<file path="src/rtl/rv32_load_unit_pkg.sv">
// ============================================================================
// Module  : rv32i_load_pkg
// Brief   : Shared types and constants for the RV32I load unit: load funct3
//           encodings, FSM states, fault codes and decode helpers.
// Revision: 1.0 - initial release
// ============================================================================
`default_nettype none

package rv32i_load_pkg;

  // Load-type encodings carried in funct3
  typedef enum logic [2:0] {
    LB  = 3'b000,
    LH  = 3'b001,
    LW  = 3'b010,
    LBU = 3'b100,
    LHU = 3'b101
  } load_f3_e;

  // Load unit control states
  typedef enum logic [2:0] {
    IDLE = 3'd0,
    REQ  = 3'd1,
    WAIT = 3'd2,
    WB   = 3'd3,
    ERR  = 3'd4
  } state_e;

  // Fault codes reported alongside the fault pulse
  localparam logic [1:0] FAULT_NONE     = 2'b00;
  localparam logic [1:0] FAULT_MISALIGN = 2'b01;
  localparam logic [1:0] FAULT_ILLEGAL  = 2'b10;
  localparam logic [1:0] FAULT_TIMEOUT  = 2'b11;

  // True for any funct3 that is not one of the five load types
  function automatic logic is_illegal_f3(input logic [2:0] f3);
    logic r;
    case (f3)
      LB, LH, LW, LBU, LHU: r = 1'b0;
      default:              r = 1'b1;
    endcase
    return r;
  endfunction

  // True when the access size does not match the low address bits
  function automatic logic is_misaligned(input logic [2:0] f3, input logic [1:0] lo);
    logic r;
    case (f3)
      LH, LHU: r = lo[0];
      LW:      r = (lo != 2'b00);
      default: r = 1'b0;
    endcase
    return r;
  endfunction

endpackage

`default_nettype wire

</file>
<file path="src/rtl/rv32_load_unit_if.sv">
// ============================================================================
// Module  : rv32_load_unit_if
// Brief   : Request, data-memory and register-file write signals of the load
//           unit. 'master' is the load unit side, 'slave' the environment.
// Revision: 1.0 - initial release
// ============================================================================
`default_nettype none

interface rv32_load_unit_if;
  // Request from decode/execute
  logic        start;
  logic [2:0]  funct3;
  logic [31:0] base;
  logic [31:0] offset;
  logic [4:0]  rd;
  // Status
  logic        busy;
  logic        done;
  logic        fault;
  logic [1:0]  fault_code;
  // Data memory read channel
  logic [31:0] mem_addr;
  logic        mem_rd_req;
  logic        mem_rd_valid;
  logic [31:0] mem_rd_data;
  // Register file write channel
  logic        rf_wr_ena;
  logic [4:0]  rf_wr_addr;
  logic [31:0] rf_wr_data;

  modport master (
    input  start, funct3, base, offset, rd, mem_rd_valid, mem_rd_data,
    output busy, done, fault, fault_code, mem_addr, mem_rd_req,
           rf_wr_ena, rf_wr_addr, rf_wr_data
  );

  modport slave (
    output start, funct3, base, offset, rd, mem_rd_valid, mem_rd_data,
    input  busy, done, fault, fault_code, mem_addr, mem_rd_req,
           rf_wr_ena, rf_wr_addr, rf_wr_data
  );
endinterface

`default_nettype wire

</file>
<file path="src/rtl/rv32_load_unit_extender.sv">
// ============================================================================
// Module  : load_extender
// Brief   : Combinational byte/half lane select and sign/zero extension of a
//           little-endian memory word for RV32I loads.
// Revision: 1.0 - initial release
// ============================================================================
`default_nettype none

module load_extender
  import rv32i_load_pkg::*;
(
  input  logic [2:0]  i_funct3,
  input  logic [1:0]  i_addr_lo,
  input  logic [31:0] i_data,
  output logic [31:0] o_result
);

  logic [7:0]  w_byte;
  logic [15:0] w_half;

  // Select the addressed byte and half-word lanes
  always_comb begin
    w_byte = i_data[7:0];
    case (i_addr_lo)
      2'd0: w_byte = i_data[7:0];
      2'd1: w_byte = i_data[15:8];
      2'd2: w_byte = i_data[23:16];
      2'd3: w_byte = i_data[31:24];
      default: w_byte = i_data[7:0];
    endcase
    w_half = i_addr_lo[1] ? i_data[31:16] : i_data[15:0];
  end

  // Extend the selected lane according to the load type
  always_comb begin
    o_result = 32'd0;
    case (i_funct3)
      LB:      o_result = {{24{w_byte[7]}}, w_byte};
      LH:      o_result = {{16{w_half[15]}}, w_half};
      LW:      o_result = i_data;
      LBU:     o_result = {24'd0, w_byte};
      LHU:     o_result = {16'd0, w_half};
      default: o_result = 32'd0;
    endcase
  end

endmodule

`default_nettype wire

</file>
<file path="src/rtl/rv32_load_unit.sv">
// ============================================================================
// Module  : rv32_load_unit
// Brief   : Multi-cycle RV32I load stage. Issues a word-aligned read, waits for
//           the response, extends the addressed lane and writes the register
//           file for one cycle. Illegal and misaligned loads fault instead.
//           Optional build macro LOAD_TIMEOUT_EN adds a WAIT watchdog that
//           aborts with a timeout fault after TIMEOUT_CYCLES WAIT cycles.
// Revision: 1.0 - initial release
// ============================================================================
`default_nettype none

module rv32_load_unit
  import rv32i_load_pkg::*;
#(
  parameter int TIMEOUT_CYCLES = 255
) (
  input  logic                   clk,
  input  logic                   rst,
  rv32_load_unit_if.master       bus
);

  state_e      r_state;
  state_e      w_next;
  logic [31:0] r_addr;
  logic [2:0]  r_funct3;
  logic [4:0]  r_rd;
  logic [31:0] r_data;
  logic [1:0]  r_fault_code;

  logic [31:0] w_addr;
  logic        w_illegal;
  logic        w_misalign;
  logic [31:0] w_result;
  logic        w_tmo_hit;

  logic        w_busy;
  logic        w_done;
  logic        w_fault;
  logic [1:0]  w_fault_code;
  logic [31:0] w_mem_addr;
  logic        w_mem_rd_req;
  logic        w_rf_wr_ena;
  logic [4:0]  w_rf_wr_addr;
  logic [31:0] w_rf_wr_data;

  // Effective address wraps modulo 2^32; classification uses the live request
  assign w_addr     = bus.base + bus.offset;
  assign w_illegal  = is_illegal_f3(bus.funct3);
  assign w_misalign = is_misaligned(bus.funct3, w_addr[1:0]);

  load_extender u_ext (
    .i_funct3  (r_funct3),
    .i_addr_lo (r_addr[1:0]),
    .i_data    (r_data),
    .o_result  (w_result)
  );

`ifdef LOAD_TIMEOUT_EN
  localparam int CNT_W = $clog2(TIMEOUT_CYCLES + 1);

  logic [CNT_W-1:0] r_tmo_cnt;

  // Count WAIT cycles; cleared in REQ so every WAIT visit starts from zero
  always_ff @(posedge clk or posedge rst) begin
    if (rst) begin
      r_tmo_cnt <= '0;
    end else if (r_state == REQ) begin
      r_tmo_cnt <= '0;
    end else if (r_state == WAIT) begin
      r_tmo_cnt <= r_tmo_cnt + 1'b1;
    end
  end

  // Counter holds (cycles already spent), so the limit is reached at the end
  // of the WAIT cycle whose count is one below TIMEOUT_CYCLES
  assign w_tmo_hit = (r_tmo_cnt == CNT_W'(TIMEOUT_CYCLES - 1));
`else
  logic w_unused_tmo;

  // Without the watchdog WAIT never expires; parameter kept referenced
  assign w_tmo_hit    = 1'b0;
  assign w_unused_tmo = ^TIMEOUT_CYCLES;
`endif

  // State register
  always_ff @(posedge clk or posedge rst) begin
    if (rst) begin
      r_state <= IDLE;
    end else begin
      r_state <= w_next;
    end
  end

  // Capture the request on acceptance and the memory word on response
  always_ff @(posedge clk or posedge rst) begin
    if (rst) begin
      r_addr       <= 32'd0;
      r_funct3     <= 3'd0;
      r_rd         <= 5'd0;
      r_data       <= 32'd0;
      r_fault_code <= FAULT_NONE;
    end else begin
      if (r_state == IDLE && bus.start) begin
        r_addr   <= w_addr;
        r_funct3 <= bus.funct3;
        r_rd     <= bus.rd;
        if (w_illegal) begin
          r_fault_code <= FAULT_ILLEGAL;
        end else if (w_misalign) begin
          r_fault_code <= FAULT_MISALIGN;
        end else begin
          r_fault_code <= FAULT_NONE;
        end
      end
      if (r_state == WAIT) begin
        if (bus.mem_rd_valid) begin
          r_data <= bus.mem_rd_data;
        end else if (w_tmo_hit) begin
          r_fault_code <= FAULT_TIMEOUT;
        end
      end
    end
  end

  // Next state and Moore outputs
  always_comb begin
    w_next       = r_state;
    w_busy       = 1'b0;
    w_done       = 1'b0;
    w_fault      = 1'b0;
    w_fault_code = 2'b00;
    w_mem_addr   = 32'd0;
    w_mem_rd_req = 1'b0;
    w_rf_wr_ena  = 1'b0;
    w_rf_wr_addr = 5'd0;
    w_rf_wr_data = 32'd0;
    case (r_state)
      IDLE: begin
        if (bus.start) begin
          w_next = (w_illegal || w_misalign) ? ERR : REQ;
        end
      end
      REQ: begin
        w_busy       = 1'b1;
        w_mem_rd_req = 1'b1;
        w_mem_addr   = {r_addr[31:2], 2'b00};
        w_next       = WAIT;
      end
      WAIT: begin
        w_busy     = 1'b1;
        w_mem_addr = {r_addr[31:2], 2'b00};
        if (bus.mem_rd_valid) begin
          w_next = WB;
        end else if (w_tmo_hit) begin
          w_next = ERR;
        end
      end
      WB: begin
        w_busy       = 1'b1;
        w_done       = 1'b1;
        w_rf_wr_ena  = (r_rd != 5'd0);
        w_rf_wr_addr = r_rd;
        w_rf_wr_data = w_result;
        w_next       = IDLE;
      end
      ERR: begin
        w_busy       = 1'b1;
        w_fault      = 1'b1;
        w_fault_code = r_fault_code;
        w_next       = IDLE;
      end
      default: begin
        w_next = IDLE;
      end
    endcase
  end

  assign bus.busy       = w_busy;
  assign bus.done       = w_done;
  assign bus.fault      = w_fault;
  assign bus.fault_code = w_fault_code;
  assign bus.mem_addr   = w_mem_addr;
  assign bus.mem_rd_req = w_mem_rd_req;
  assign bus.rf_wr_ena  = w_rf_wr_ena;
  assign bus.rf_wr_addr = w_rf_wr_addr;
  assign bus.rf_wr_data = w_rf_wr_data;

endmodule

`default_nettype wire

</file>
<file path="src/flat_wrapper.sv">
// flat-port wrapper written by rule: the top's interface ports become plain ports
module rv32_load_unit_flat import rv32i_load_pkg::*;
#(
  parameter int TIMEOUT_CYCLES = 255
)
  (clk, rst, bus_start, bus_funct3, bus_base, bus_offset, bus_rd, bus_mem_rd_valid, bus_mem_rd_data, bus_busy, bus_done, bus_fault, bus_fault_code, bus_mem_addr, bus_mem_rd_req, bus_rf_wr_ena, bus_rf_wr_addr, bus_rf_wr_data);
  rv32_load_unit_if bus_i ();
  input  logic clk;
  input  logic rst;
  input wire logic [$bits(bus_i.start)-1:0] bus_start;
  input wire logic [$bits(bus_i.funct3)-1:0] bus_funct3;
  input wire logic [$bits(bus_i.base)-1:0] bus_base;
  input wire logic [$bits(bus_i.offset)-1:0] bus_offset;
  input wire logic [$bits(bus_i.rd)-1:0] bus_rd;
  input wire logic [$bits(bus_i.mem_rd_valid)-1:0] bus_mem_rd_valid;
  input wire logic [$bits(bus_i.mem_rd_data)-1:0] bus_mem_rd_data;
  output wire logic [$bits(bus_i.busy)-1:0] bus_busy;
  output wire logic [$bits(bus_i.done)-1:0] bus_done;
  output wire logic [$bits(bus_i.fault)-1:0] bus_fault;
  output wire logic [$bits(bus_i.fault_code)-1:0] bus_fault_code;
  output wire logic [$bits(bus_i.mem_addr)-1:0] bus_mem_addr;
  output wire logic [$bits(bus_i.mem_rd_req)-1:0] bus_mem_rd_req;
  output wire logic [$bits(bus_i.rf_wr_ena)-1:0] bus_rf_wr_ena;
  output wire logic [$bits(bus_i.rf_wr_addr)-1:0] bus_rf_wr_addr;
  output wire logic [$bits(bus_i.rf_wr_data)-1:0] bus_rf_wr_data;
  assign bus_i.start = bus_start;
  assign bus_i.funct3 = bus_funct3;
  assign bus_i.base = bus_base;
  assign bus_i.offset = bus_offset;
  assign bus_i.rd = bus_rd;
  assign bus_i.mem_rd_valid = bus_mem_rd_valid;
  assign bus_i.mem_rd_data = bus_mem_rd_data;
  assign bus_busy = bus_i.busy;
  assign bus_done = bus_i.done;
  assign bus_fault = bus_i.fault;
  assign bus_fault_code = bus_i.fault_code;
  assign bus_mem_addr = bus_i.mem_addr;
  assign bus_mem_rd_req = bus_i.mem_rd_req;
  assign bus_rf_wr_ena = bus_i.rf_wr_ena;
  assign bus_rf_wr_addr = bus_i.rf_wr_addr;
  assign bus_rf_wr_data = bus_i.rf_wr_data;
  rv32_load_unit #(.TIMEOUT_CYCLES(TIMEOUT_CYCLES)) u_core (.clk(clk), .rst(rst), .bus(bus_i));
endmodule
</file>
<file path="config.mk">
export PLATFORM = sky130hd
export DESIGN_NAME = rv32_load_unit_flat
export DESIGN_NICKNAME = d
export VERILOG_FILES = /design/src/rtl/rv32_load_unit_pkg.sv /design/src/rtl/rv32_load_unit_if.sv /design/src/rtl/rv32_load_unit_extender.sv /design/src/rtl/rv32_load_unit.sv /design/src/flat_wrapper.sv
export SDC_FILE = /design/constraint.sdc
export NUM_CORES = 1
export LEC_CHECK = 0
export CAP_MARGIN = 20
export CORE_UTILIZATION = 28
export DETAILED_ROUTE_END_ITERATION = 7
export GPL_TIMING_DRIVEN = 0
export PLACE_DENSITY = 0.64
export SYNTH_ARGS = -nofsm -noshare
export SYNTH_HDL_FRONTEND = slang
export SYNTH_SLANG_ARGS = --single-unit
</file>
<file path="constraint.sdc">
create_clock -name clk -period 3.17 [get_ports clk]
set_clock_uncertainty 0.15 [all_clocks]
set_input_delay 0.4755 -clock clk [delete_from_list [all_inputs] [get_ports clk]]
set_output_delay 0.4755 -clock clk [all_outputs]
set_load 0.01 [all_outputs]
</file>
# --- Word level (Yosys, flattened, before mapping) ---
# Cells that the tools add are included.
totals:
  in_bits: 108
  reg_bits: 77
  elab_cells: 58
classes:
  addsub: 1
  muxes: 20
  eq_ne: 17
  n_reduce_logical: 14
op_table:
  columns: ["operator", "count"]
  rows:
  - ["one-hot mux 32 bit (5 select lines)", 1]
  - ["two-way mux 32 bit", 2]
  - ["adder 32 bit", 1]
  - ["one-hot mux 8 bit (4 select lines)", 1]
  - ["two-way mux 16 bit", 1]
  - ["== test 3 bit (second input constant)", 5]
  - ["== test 3 x 2 -> 1 bit (second input constant)", 4]
  - ["== test 3 x 1 -> 1 bit (second input constant)", 3]
  - ["zero test 3 bit", 3]
  - ["two-way mux 3 bit", 3]
  - ["one-hot mux 3 bit (3 select lines)", 1]
  - ["two-way mux 1 bit", 7]
  - ["two-way mux 5 bit", 1]
  - ["nonzero test 5 bit", 1]
  - ["OR reduction 5 bit", 1]
  - ["== test 2 bit (second input constant)", 2]
  - ["two-way mux 2 bit", 2]
  - ["inequality test 2 bit (second input constant)", 2]
  - ["AND reduction 2 bit", 2]
  - ["OR reduction 2 bit", 2]
  - ["OR reduction 4 bit", 1]
  - ["== test 2 x 1 -> 1 bit (second input constant)", 1]
  - ["zero test 2 bit", 1]
  - ["one-hot mux 1 bit (2 select lines)", 1]
  - ["other kinds (3)", 3]

# --- Logic depth before layout (Yosys ltp) ---
depth:
  ltp_word: 7
  depth_mapped: 9
  ltp_nobuf: 9

# --- Modules after synthesis ---
# From an unflattened synthesis, not the netlist that was laid out.
unflattened:
  cells_unflattened: 694
  area_unflattened_um2: 6074.6
modules_own_cells:
  columns: ["mod", "seq_area_each_um2", "instances", "cells_per_inst", "area_each_um2"]
  rows:
  - ["rv32_load_unit", 1926.8, 1, 571, 5138.7]
  - ["load_extender", 0.0, 1, 123, 935.9]

# --- Worst setup path before layout ---
# Ideal clock, no wire load.
synth_path:
  kind: "input port to flip-flop"
  start: "in bus_offset[0]"
  end: "reg u_core.r_addr[20]"
  path_stages: 9
  path_slack_ns: 0.607
  t_required_ns: 2.950
  arrival_ns: 2.343
  cell_sequence: "ha_1 fa_1 a21oi_2 o211a_1 or3_4 a21oi_2 nor2_2 or4_1 nand3_1"
synth_between:
  elab_chain_len: 1
synth_lines:
  columns: ["item", "line", "text"]
  rows:
  - ["start, declared", "flat_wrapper.sv:13", "input wire logic [$bits(bus_i.offset)-1:0] bus_offset;"]
  - ["adder 32 bit", "rv32_load_unit.sv:47", "assign w_addr = bus.base + bus.offset;"]
  - ["end signal, assigned", "rv32_load_unit.sv:104", "r_addr <= w_addr;"]
  - ["end, declared", "rv32_load_unit.sv:24", "logic [31:0] r_addr;"]
# Every way passes these cells.
# A chain may end at the register's enable or synchronous reset.

# --- Worst setup path in the final report ---
layout_path:
  start: "reg u_core.r_addr[1]"
  end: "out bus_rf_wr_data[4]"
layout_between:
  elab_chain_len: 4
layout_lines:
  columns: ["item", "line", "text"]
  rows:
  - ["== test 2 bit, or another cell as far along", "rv32_load_unit_extender.sv:24", "case (i_addr_lo)"]
  - ["one-hot mux 8 bit (4 select lines)", "rv32_load_unit_extender.sv:24", null]
  - ["one-hot mux 32 bit (5 select lines) *", "rv32_load_unit_extender.sv:37", "case (i_funct3)"]
  - ["two-way mux 32 bit *", "rv32_load_unit.sv:137", "case (r_state)"]
  - ["end, declared", "flat_wrapper.sv:25", "output wire logic [$bits(bus_i.rf_wr_data)-1:0] bus_rf_wr_data;"]
# Every way passes the cells marked *; elsewhere a longest branch is shown, timed or not.

==> results.md <==
- The detailed placer's ending HPWL is 14200 um.
- The startpoint of the worst-slack reg-to-reg timing path is u_core.r_state[1]$_DFFE_PP0P_.
- The residual DRC count is 0.
- Of the post-synthesis cell area, the part taken by muxes is 9.44%.
- The clock slew seen by the registers of the worst setup and hold paths is 0.06 ns.
- The average via count per standard cell is 4.96.
- The average wire per standard cell is 15.7 um.
- The repair_antennas step left the layout with diodes totalling 0.
- The most instantiated flip-flop cell in the synthesis netlist is dfrtp_1.
- The via count of the first global-routing pass is 5399.
- The max-capacitance violation count is 0.
- The fraction of the mapped netlist area in simple logic gates is 19.2%.
- The pin count of the biggest net entering global routing is 59.
- Once routing completed, OpenROAD measured the worst setup slack at 0.120 ns.
- The worst min-delay path class is input pin to asynchronous set/reset pin.
- The required time of the critical path is 2.54 ns.
- The CTS tree is built.
- The maximum operating frequency is 0.328 GHz.
- Relative to the synthesized area, the layout overhead comes to 43.9%.
- Port buffering added 181 buffers.
- In the final timing run, aggregate negative setup slack is 0 ns.
- In the global route stage, overall resource usage came out at 17.0%.
- The detail route stage leaves a number of antenna-violating nets equal to 0.
- The worst ir drop on vdd is 0.286 mV.
- For this block, the routed nets add up to 17900 um of wire.
- The tree is rooted in a clkbuf_16.
- The sequential cell area is 1930 um2.
- The worst-case setup slack after placement is -0.314 ns.
- The final standard cell area without fillers is 8270 um2.
- The total power per unit cell area is 733 nW/um2.
- The number of iterations in the first detailed-routing pass is 5.
- The starting density of the core is 28.5%.
- The area occupied by multi-input gates is 3620 um2.
- The area enclosed by the die boundary is 21100 um2.
- The mean cell area of the mapped netlist is 8.51 um2.
- The yosys synthesis warning count is 0.
- The data arrival time of the worst path is 2.42 ns.
- The critical-path maximum fanout is 10.
- 184 I/O pins were placed.
- The initial antenna violation count was 0.
- The clock latency at the later pin of the worst-skew pair is 0.34 ns.
- The number of cells on the worst reg-to-reg path is 4.
- Setup repair after global routing could not meet its margin everywhere.
- Setup violations remaining at the end of the flow were counted as 0.
- In this run the register-to-register setup slack is 0.78 ns.
- The flow ran to the end, and the final reports show no timing, DRC or antenna violations.
- Of the available clock period, the critical path in the final layout requires 96.2%.
- Including well taps, the total number of placed cells is 1131.
- The die width is 145 um.
- Of the synthesized area, sequential elements account for 33.5%.
- In this run, distinct cell masters in the synthesized netlist total 64.
- The detailed router finished its first iteration with 251 violations.
- The number of enable flip-flop cells after synthesis is 0.
- The final count of hold timing violations is 0.
- The post-synthesis cell count is 676.
- Summing the areas of all xor and xnor instances in the mapped netlist gives 4.42% of the synthesized area.
- The worst register-to-register path ends at u_core.r_data[6]$_DFFE_PP0P_.
- The dominant combinational cell family by area after synthesis is compound AO/OA/AOI/OAI gates.
- The first global-routing pass estimated 28600 um of wire.
- The leakage power is 0.00350 uW.
- The largest total area in the synthesized netlist belongs to dfrtp_1.
- The longest clock path from root to sink contains 2 buffers.
- The placed instances occupy a cell area of 7950 um2.
- Global routing finished with a remaining overflow of 0.
- After floorplanning, the core was sized to cover 20200 um2.
- The routed design could run at a clock period as short as 3.05 ns.
- In this run, CTS created clock tree buffers numbering 9.
- STA classifies the critical path endpoint as a primary output.
- The startpoint-to-endpoint class of the critical path is flip-flop to primary output.
- The share of Yosys cell area claimed by the top area cell type is 33.5%.
- The max-slew violation count came to 0.
- The slew at the pin with the worst max-slew slack is 0.684 ns.
- The row count is 52.
- After synthesis, the share of flip-flops with an asynchronous set or reset is 100%.
- The synthesized netlist devotes 22.3% of its cell area to compound gates.
- The final layout contains 1006 nets.
- STA classifies the critical path startpoint as a flip-flop.
- The adder-cell area share of the yosys netlist is 7.09%.
- The congestion estimate from routability-driven global placement came to 0.901.
- In this run the cell area of the synthesized design comes to 5750 um2.
- The die height is 145 um.
- The final route contains 5663 vias.
- By area the synthesized netlist is led by dfrtp_1 (34%), a21oi_1 (7.0%), ha_1 (6.7%).
- The clock sink count is 77.
- The proportion of layout cells with a drive suffix above 1 is 10.2%.
- Counting flops and latches in the post-synthesis netlist gives 77.
- Headroom to the max-slew limit came out at 54.3%.
- The most critical setup path has its startpoint at u_core.r_addr[1]$_DFFE_PP0P_.
- The count of placed standard cells in the final layout, fillers left out is 1141.
- The count of filler cells inserted in the layout is 2081.
- CTS built an H-tree with a depth of 3.
[how the worst max path moves through the flow]
| stage | to | cells after the start |
|---|---|---|
| after global routing | bus_rf_wr_data[7] | 5 |
| after global placement | u_core.r_addr[5]$_DFFE_PP0P_ | 2 |
| after CTS | bus_rf_wr_data[4] | 6 |
| final | bus_rf_wr_data[4] | 6 |
| after floorplan | u_core.r_addr[0]$_DFFE_PP0P_ | 1 |
| after detailed placement | bus_rf_wr_data[4] | 8 |
[sequential cells by signal (all words and copies together), names as in the netlist]
register / count
u_core.r_data: 32
u_core.r_addr: 32
u_core.r_rd: 5
u_core.r_funct3: 3
u_core.r_fault_code: 2
u_core.r_state: 3
[layout make-up]
cell class	count	area share, %
multi-input cells	543	43.7
flip-flops and latches	77	23.3
repair buffers	185	22.4
well taps	270	4.08
clock buffers	13	3.27
plain buffers	38	2.15
inverters	12	0.575
clock inverters	3	0.514
[what timing repair did]
item	CTS	global route
hold buffers	0	0
resized for setup	26	14
pin swaps	1	0
setup endpoints to repair	34	37
buffers inserted	1	0
[where the power goes]
group	internal [uW]	switching [uW]
combinational	1510	1600
sequential	1470	401
clock	674	413
total	3650	2420
[metrics by stage]
step           hold slack, ns  power (uW)  util, %
5_1_grt                 0.320        6510     41.0
3_3_place_gp            0.309        4910     39.2
3_5_place_dp            0.317        4970     39.4
6_report                0.304        6070     41.0
2_1_floorplan           0.291        3630        -
4_1_cts                 0.303        6100     41.0
[Yosys cell counts (3+ instances only)]
| cell type | number |
|---|---|
| xnor2_1 | 16 |
| o221a_2 | 7 |
| o211ai_1 | 5 |
| a211oi_1 | 7 |
| clkbuf_1 | 33 |
| a21o_1 | 11 |
| mux2_1 | 8 |
| a21oi_1 | 81 |
| o21a_1 | 4 |
| inv_1 | 12 |
| a21boi_1 | 3 |
| nand3_1 | 8 |
| mux2i_1 | 16 |
| ha_1 | 31 |
| and2_1 | 37 |
| and3_1 | 5 |
| a21oi_2 | 3 |
| o31ai_1 | 3 |
| nand4_1 | 10 |
| o21ai_0 | 22 |
| nor3b_1 | 4 |
| nor2_1 | 27 |
| a22oi_1 | 8 |
| o21bai_1 | 5 |
| a31oi_1 | 4 |
| nor3_1 | 9 |
| xor2_1 | 13 |
| buf_2 | 8 |
| nand2_1 | 100 |
| o21ai_1 | 28 |
| dfrtp_1 | 77 |
| mux2_2 | 26 |
| or4_1 | 3 |
[cell families after synthesis]
group                      after synthesis
other                                    1
and+or+nand+nor                        223
AOI/OAI and AO/OA                      207
buffers and inverters                   57
muxes                                   50
adders and majority gates               32
xor gates and xnor gates                29
DFF                                     77
[critical path, cell delays in order, from the launching register on]
cell and delay [ns]:
dfrtp_1 0.39, buf_2 0.29, buf_4 0.28, mux2i_1 0.25, a21oi_1 0.10, o221a_2 0.28, clkdlybuf4s50_1 0.49
[cell usage in the layout (no fill, tap or decap), types with 5 or more instances in the layout]
cell             Yosys  routed
a211oi_1             7       7
a21o_1              11      10
a21oi_1             81      80
a22oi_1              8       8
and2_1              37      37
and3_1               5       5
buf_2                8       9
buf_4                2       6
clkbuf_1            33      20
clkbuf_16            0       9
clkdlybuf4s50_1      0     167
dfrtp_1             77      76
dlygate4sd2_1        0      12
ha_1                31      31
inv_1               12      11
mux2_1               8       8
mux2_2              26      26
mux2i_1             16      16
nand2_1            100      99
nand3_1              8       8
nand4_1             10      10
nor2_1              27      26
nor3_1               9       9
o211ai_1             5       5
o21ai_0             22      21
o21ai_1             28      29
o21bai_1             5       5
o221a_2              7       7
xnor2_1             16      16
xor2_1              13      13
[metal layers]
layer | vias to the layer above | GRT usage, % | wire [um]
li1 | 2807 | - | -
met1 | 2612 | 23.0 | 8300
met2 | 224 | 27.6 | 8310
met3 | 20 | 2.74 | 1010
met4 | 0 | 5.74 | 293
met5 | - | 0 | 0
No activity file was read; power rests on OpenSTA's default activity.
